===== src/rtl/mux_nx1_reg.sv =====
// mux_nx1_reg: registered N-to-1 operand selector with a valid/ready handshake.
// One of NUM_CH operand channels is chosen each cycle, either by the Sel port
// (Auto=0) or by a round-robin arbiter over the valid channels (Auto=1). The
// chosen word lands in a single output register that feeds the ALU operand
// stage. A simultaneous pop and push keeps the register full, so continuous
// valid/ready gives one transfer per cycle.
// Optional build macro MUX_PARITY_EN adds a registered even-parity bit Out_Par.
module mux_nx1_reg #(
  parameter int WIDTH  = 8,
  parameter int NUM_CH = 4,
  parameter int SEL_W  = 2
) (
  input  logic                    Clk,
  input  logic                    Rst_n,
  input  logic                    Auto,
  input  logic [SEL_W-1:0]        Sel,
  input  logic [NUM_CH*WIDTH-1:0] In_Data,
  input  logic [NUM_CH-1:0]       In_Valid,
  output logic [NUM_CH-1:0]       In_Ready,
  output logic [WIDTH-1:0]        Out,
  output logic                    Out_Valid,
  input  logic                    Out_Ready,
  output logic [SEL_W-1:0]        Out_Ch,
  output logic                    Sel_Err
`ifdef MUX_PARITY_EN
  ,
  output logic                    Out_Par
`endif
);

  // Valid vector padded to a power of two so that an index one bit wider than
  // Sel can address it directly; the padding bits are never valid.
  localparam int               PAD_W    = 1 << (SEL_W + 1);
  localparam logic [SEL_W:0]   NUM_CH_L = (SEL_W + 1)'(NUM_CH);
  localparam logic [SEL_W-1:0] LAST_CH  = SEL_W'(NUM_CH - 1);
  localparam logic [SEL_W-1:0] ONE_CH   = SEL_W'(1);

`ifdef MUX_PARITY_EN
  // Even parity over a data word: the XOR of all its bits.
  function automatic logic even_parity(input logic [WIDTH-1:0] data);
    return ^data;
  endfunction
`endif

  logic [PAD_W-1:0]  valid_pad_s;
  logic              free_s;
  logic              sel_ok_s;
  logic              fixed_hit_s;
  logic              auto_hit_s;
  logic [SEL_W-1:0]  auto_ch_s;
  logic [SEL_W:0]    auto_idx_s;
  logic              grant_s;
  logic [SEL_W-1:0]  grant_ch_s;
  logic [WIDTH-1:0]  data_sel_s;
  logic              sel_err_set_s;

  logic [WIDTH-1:0]  out_r;
  logic              out_valid_r;
  logic [SEL_W-1:0]  out_ch_r;
  logic              sel_err_r;
  logic [SEL_W-1:0]  ptr_r;

  assign valid_pad_s = {{(PAD_W - NUM_CH){1'b0}}, In_Valid};

  // The output register may accept a word when it is empty or being drained.
  assign free_s = !out_valid_r || Out_Ready;

  // Fixed-mode selection: only in-range indices can ever be granted.
  always_comb begin
    sel_ok_s      = ({1'b0, Sel} < NUM_CH_L);
    fixed_hit_s   = sel_ok_s && valid_pad_s[{1'b0, Sel}];
    sel_err_set_s = !Auto && !sel_ok_s && (|In_Valid);
  end

  // Round-robin search: first valid channel at or after the pointer, wrapping
  // modulo NUM_CH so indices NUM_CH..2^SEL_W-1 are never visited.
  always_comb begin
    auto_hit_s = 1'b0;
    auto_ch_s  = '0;
    auto_idx_s = '0;
    for (int i = 0; i < NUM_CH; i++) begin
      auto_idx_s = {1'b0, ptr_r} + (SEL_W + 1)'(i);
      if (auto_idx_s >= NUM_CH_L) begin
        auto_idx_s = auto_idx_s - NUM_CH_L;
      end else begin
        auto_idx_s = auto_idx_s;
      end
      if (!auto_hit_s && valid_pad_s[auto_idx_s]) begin
        auto_hit_s = 1'b1;
        auto_ch_s  = auto_idx_s[SEL_W-1:0];
      end else begin
        auto_hit_s = auto_hit_s;
        auto_ch_s  = auto_ch_s;
      end
    end
  end

  // Grant: pick the mode's candidate, and only when the register is free.
  always_comb begin
    if (Auto) begin
      grant_s    = free_s && auto_hit_s;
      grant_ch_s = auto_ch_s;
    end else begin
      grant_s    = free_s && fixed_hit_s;
      grant_ch_s = Sel;
    end
  end

  // One-hot ready toward the granted channel, forced low while in reset.
  for (genvar k = 0; k < NUM_CH; k++) begin : g_ready
    assign In_Ready[k] = Rst_n && grant_s && (grant_ch_s == SEL_W'(k));
  end

  // Data mux: route the granted channel's word to the output register input.
  always_comb begin
    data_sel_s = '0;
    for (int k = 0; k < NUM_CH; k++) begin
      if (grant_ch_s == SEL_W'(k)) begin
        data_sel_s = In_Data[k*WIDTH +: WIDTH];
      end else begin
        data_sel_s = data_sel_s;
      end
    end
  end

  // Output data and source index: load on a transfer, otherwise hold.
  always_ff @(posedge Clk or negedge Rst_n) begin
    if (!Rst_n) begin
      out_r    <= '0;
      out_ch_r <= '0;
    end else if (grant_s) begin
      out_r    <= data_sel_s;
      out_ch_r <= grant_ch_s;
    end
  end

  // Occupancy: set by a transfer, cleared by a pop that has no refill.
  always_ff @(posedge Clk or negedge Rst_n) begin
    if (!Rst_n) begin
      out_valid_r <= 1'b0;
    end else if (grant_s) begin
      out_valid_r <= 1'b1;
    end else if (Out_Ready) begin
      out_valid_r <= 1'b0;
    end
  end

  // Round-robin pointer: moves past the winner only on auto-mode transfers.
  always_ff @(posedge Clk or negedge Rst_n) begin
    if (!Rst_n) begin
      ptr_r <= '0;
    end else if (grant_s && Auto) begin
      if (grant_ch_s == LAST_CH) begin
        ptr_r <= '0;
      end else begin
        ptr_r <= grant_ch_s + ONE_CH;
      end
    end
  end

  // Sticky out-of-range select flag, cleared only by reset.
  always_ff @(posedge Clk or negedge Rst_n) begin
    if (!Rst_n) begin
      sel_err_r <= 1'b0;
    end else if (sel_err_set_s) begin
      sel_err_r <= 1'b1;
    end
  end

`ifdef MUX_PARITY_EN
  logic out_par_r;

  // Parity bit registered alongside the data word it protects.
  always_ff @(posedge Clk or negedge Rst_n) begin
    if (!Rst_n) begin
      out_par_r <= 1'b0;
    end else if (grant_s) begin
      out_par_r <= even_parity(data_sel_s);
    end
  end

  assign Out_Par = out_par_r;
`endif

  assign Out       = out_r;
  assign Out_Valid = out_valid_r;
  assign Out_Ch    = out_ch_r;
  assign Sel_Err   = sel_err_r;

endmodule

===== config.mk =====
export PLATFORM = sky130hd
export DESIGN_NAME = mux_nx1_reg
export DESIGN_NICKNAME = d
export VERILOG_FILES = /design/src/rtl/mux_nx1_reg.sv
export SDC_FILE = /design/constraint.sdc
export NUM_CORES = 1
export LEC_CHECK = 0
export BUFFER_PORTS_ARGS = -buffer_cell sky130_fd_sc_hd__clkbuf_2
export CORE_MARGIN = 3
export CORE_UTILIZATION = 44
export DETAILED_ROUTE_END_ITERATION = 10
export PLACE_DENSITY = 0.79
export SETUP_SLACK_MARGIN = 0.5
export SYNTH_ARGS = -nofsm -noshare
export SYNTH_HDL_FRONTEND = slang
export SYNTH_SLANG_ARGS = --single-unit

===== constraint.sdc =====
create_clock -name Clk -period 3.05 [get_ports Clk]
set_clock_uncertainty 0.05 [all_clocks]
set_input_delay 0.1525 -clock Clk [delete_from_list [all_inputs] [get_ports Clk]]
set_output_delay 0.1525 -clock Clk [all_outputs]
set_load 0.02 [all_outputs]

==> impl_metrics.yaml <==
outcome:
  outcome: "finished, final reports clean"
setup_path:
  worstPathArrival_ns: 2.54
  max_stage_delay_ns: 0.42
  worst_ep_required_time_ns: 3.15
  critPathMaxFanout: 7
  cp_cell_sequence: "nand2b_1 > a211oi_1 > o211ai_1 > and2_4 > ha_2 > nor2b_4 > a221oi_1 > o31ai_1 > mux2_2"
  critPathSlowestCell: "dfrtp_1"
  startpoint_type: "register"
  reg2reg_depth: 9
  crit_path_end_kind: "register"
  crit_type: "register to register"
power_and_ir_drop:
  seqPwrFrac: 0.289
  netSwitchingFraction: 0.401
  p_int_uw: 597
  max-vdd-ir-drop_mv: 0.397
  p_clk_frac: 0.105
  power_density_mw_per_mm2: 630
  switching_power_uw: 400
  combPwrFrac: 0.606
  power_leakage_uw: 0.000793
timing:
  fin_crit_sh: 0.798
  setup_tns_ns: 0
  max_freq_mhz: 411
  setup_violations: 0
  hold_ws_ns: 0.136
  finalMaxSlewViolations: 0
  hold_viol: 0
  rsz0062_at_grt: "true"
  finalCriticalPeriod_ns: 2.43
clock_network:
  clock-sinks: 13
  htreeDepth: 1
  path_clk_slew_ns: 0.08
  cts_root_buffer: "clkbuf_4"
  cts_max_path_buffers: 2
  cts_tree: "yes"
  cts_buffers: 3
  worst_skew_pair.late_latency_ns: 0.27
placement:
  gp_congestion: 0.819
  io_buffers: 56
  dp_hpwl_um: 2250
finish:
  diodes: 0
  fillCellCount: 181
  area_delta_synth_final_pct: 49.5
  nets: 224
  mostFrequentLayoutCells: "clkbuf_2 (56), dfrtp_1 (13), nand2_1 (13), buf_4 (12), nor2b_1 (7)"
  drive_above_1_share: 0.576
  final_common_cell: "clkbuf_2"
detailed_routing:
  vias: 1151
  drtIter0Drc: 14
  dr.pass1.iters: 4
  vias_per_cell: 5.61
  post_drt_wl_per_cell_um: 15.1
  wl_um: 3100
  drc: 0
  postRouteAntennaNets: 0
global_route:
  busiest_layer: "met2"
  globalRouteMet3Util: 0.0402
  antenna_found_initial: 0
  overflow: 0
  grtUsageTotal: 0.191
  grt_pass1_vias: 1007
  use_met1: 0.233
  grt_pass1_wl_um: 4330
  grt_use_met2: 0.348
  grt_max_degree: 18
synthesis:
  ys_ff_latch: 13
  avgSynthCellArea_um2: 9.62
  syn_nets: 156
  yosysWarnings: 0
  syn_area_mm2: 0.00106
  synthCells: 110
  synth_seq_area_share: 0.307
  yosysUniqueCellTypes: 37
floorplan:
  core_mm2: 0.00225
  dieArea_mm2: 0.00303
  start_util: 0.469
  die_h_um: 55.1
  ios: 58
  die_x_um: 55.1
  rows: 17
hold_path:
  hold_depth: 3
  hp-class: "primary input to register"
job:
  drv_cap: 0
## logic make-up (layout without fill, tap and decap cells)
logic type,after synthesis,in the layout,synth area share
muxes,12,12,0.170
AOI/OAI and AO/OA,26,26,0.183
and+or+nand+nor,42,42,0.235
buffers and inverters,12,79,0.0532
DFF,13,13,0.307
other,1,1,0.00354
adders and majority gates,4,4,0.0473
## layout make-up
class / count / area, µm² / share of cell area
clock buffers: 4 / 26.3 / 0.0166
multi-input cells: 85 / 793 / 0.501
well taps: 28 / 35.0 / 0.0221
inverters: 6 / 22.5 / 0.0142
repair buffers: 69 / 380 / 0.240
flip-flops and latches: 13 / 325 / 0.206
## state kept, by name, summed over array words and instances, names as in the netlist
signal	cells
Out	8
Out_Ch	2
Out_Valid	1
ptr_r	2
## cell usage after synthesis
library cell,number,area [µm²]
nor2_4,1,11.3
mux2_4,5,75.1
nor4bb_1,1,10.0
nand2_1,13,48.8
o31ai_1,7,52.6
buf_4,1,7.51
nor2b_1,8,50.1
or2b_1,1,7.51
o41ai_1,1,8.76
a2bb2oi_1,1,8.76
a22o_1,1,8.76
or4_4,1,11.3
nand3_1,1,5.00
ha_1,4,50.1
and2_1,1,6.26
a221oi_1,8,70.1
nor3b_1,1,7.51
and3_1,6,37.5
and4bb_2,1,12.5
o211ai_1,1,7.51
nor4_1,1,6.26
and2b_1,1,7.51
buf_1,1,3.75
a21oi_1,4,20.0
inv_1,6,22.5
clkbuf_1,3,11.3
mux4_1,1,26.3
nor2_1,1,3.75
dfrtp_1,13,325
o21ai_0,2,10.0
buf_6,1,11.3
mux2i_4,1,22.5
mux2_2,5,56.3
a211oi_1,1,7.51
conb_1,1,3.75
nand2b_1,3,18.8
nor3_1,1,5.00
## metrics by stage
stage                     std cells  instance area [µm²]  worst slack [ns]   util  total power, µW
after CTS                       199                 1480             0.526  0.654              939
after global placement          189                 1360             0.411  0.601              757
final                           205                 1580             0.616  0.702              998
after detailed placement        189                 1360             0.361  0.601              770
after floorplan                 110                 1070             0.635      -              622
after global routing            205                 1580             0.483  0.702             1070
## power groups by stage
stage	Combinational [µW]	Sequential, µW	Clock, µW
3_5_place_dp	476	294	0
5_1_grt	654	296	120
4_1_cts	542	287	110
3_3_place_gp	466	291	0
6_report	605	288	105
2_1_floorplan	261	362	0
## layer usage
| metal | share of wire | wire, µm |
|---|---|---|
| met2 | 0.50 | 1540 |
| met3 | 0.10 | 320 |
| met5 | 0 | 0 |
| met1 | 0.40 | 1230 |
| met4 | 0.0026 | 8 |
## critical path, delay by kind of cell, from the launching register on
family                     cells  cell delay (ns)
AOI/OAI and AO/OA              4             0.84
adders and majority gates      1             0.18
DFF                            1             0.42
muxes                          1             0.26
and+or+nand+nor                3             0.56
## repair_timing
action / 4_1_cts / 5_1_grt
hold buffers: 1 / 0
resized for setup: 8 / 13
setup buffers: 5 / 6
pin swaps: 1 / 6
hold endpoints to repair: 13 / 0
endpoints found under the setup margin: 10 / 11
## final timing paths
kind | to | slack [ns] | from
worst min register to register | Out[3] | 0.46 | Out[3]
worst max-delay path | Out[3] | 0.62 | ptr_r[1]
worst min-delay path | Out_Valid | 0.14 | Out_Ready
min in group asynchronous | Out[5] | 0.28 | Rst_n
worst max register to register | Out[3] | 0.62 | ptr_r[1]
max in group asynchronous | Out_Valid | 2.37 | Rst_n
No activity file was read; power rests on OpenSTA's default activity.
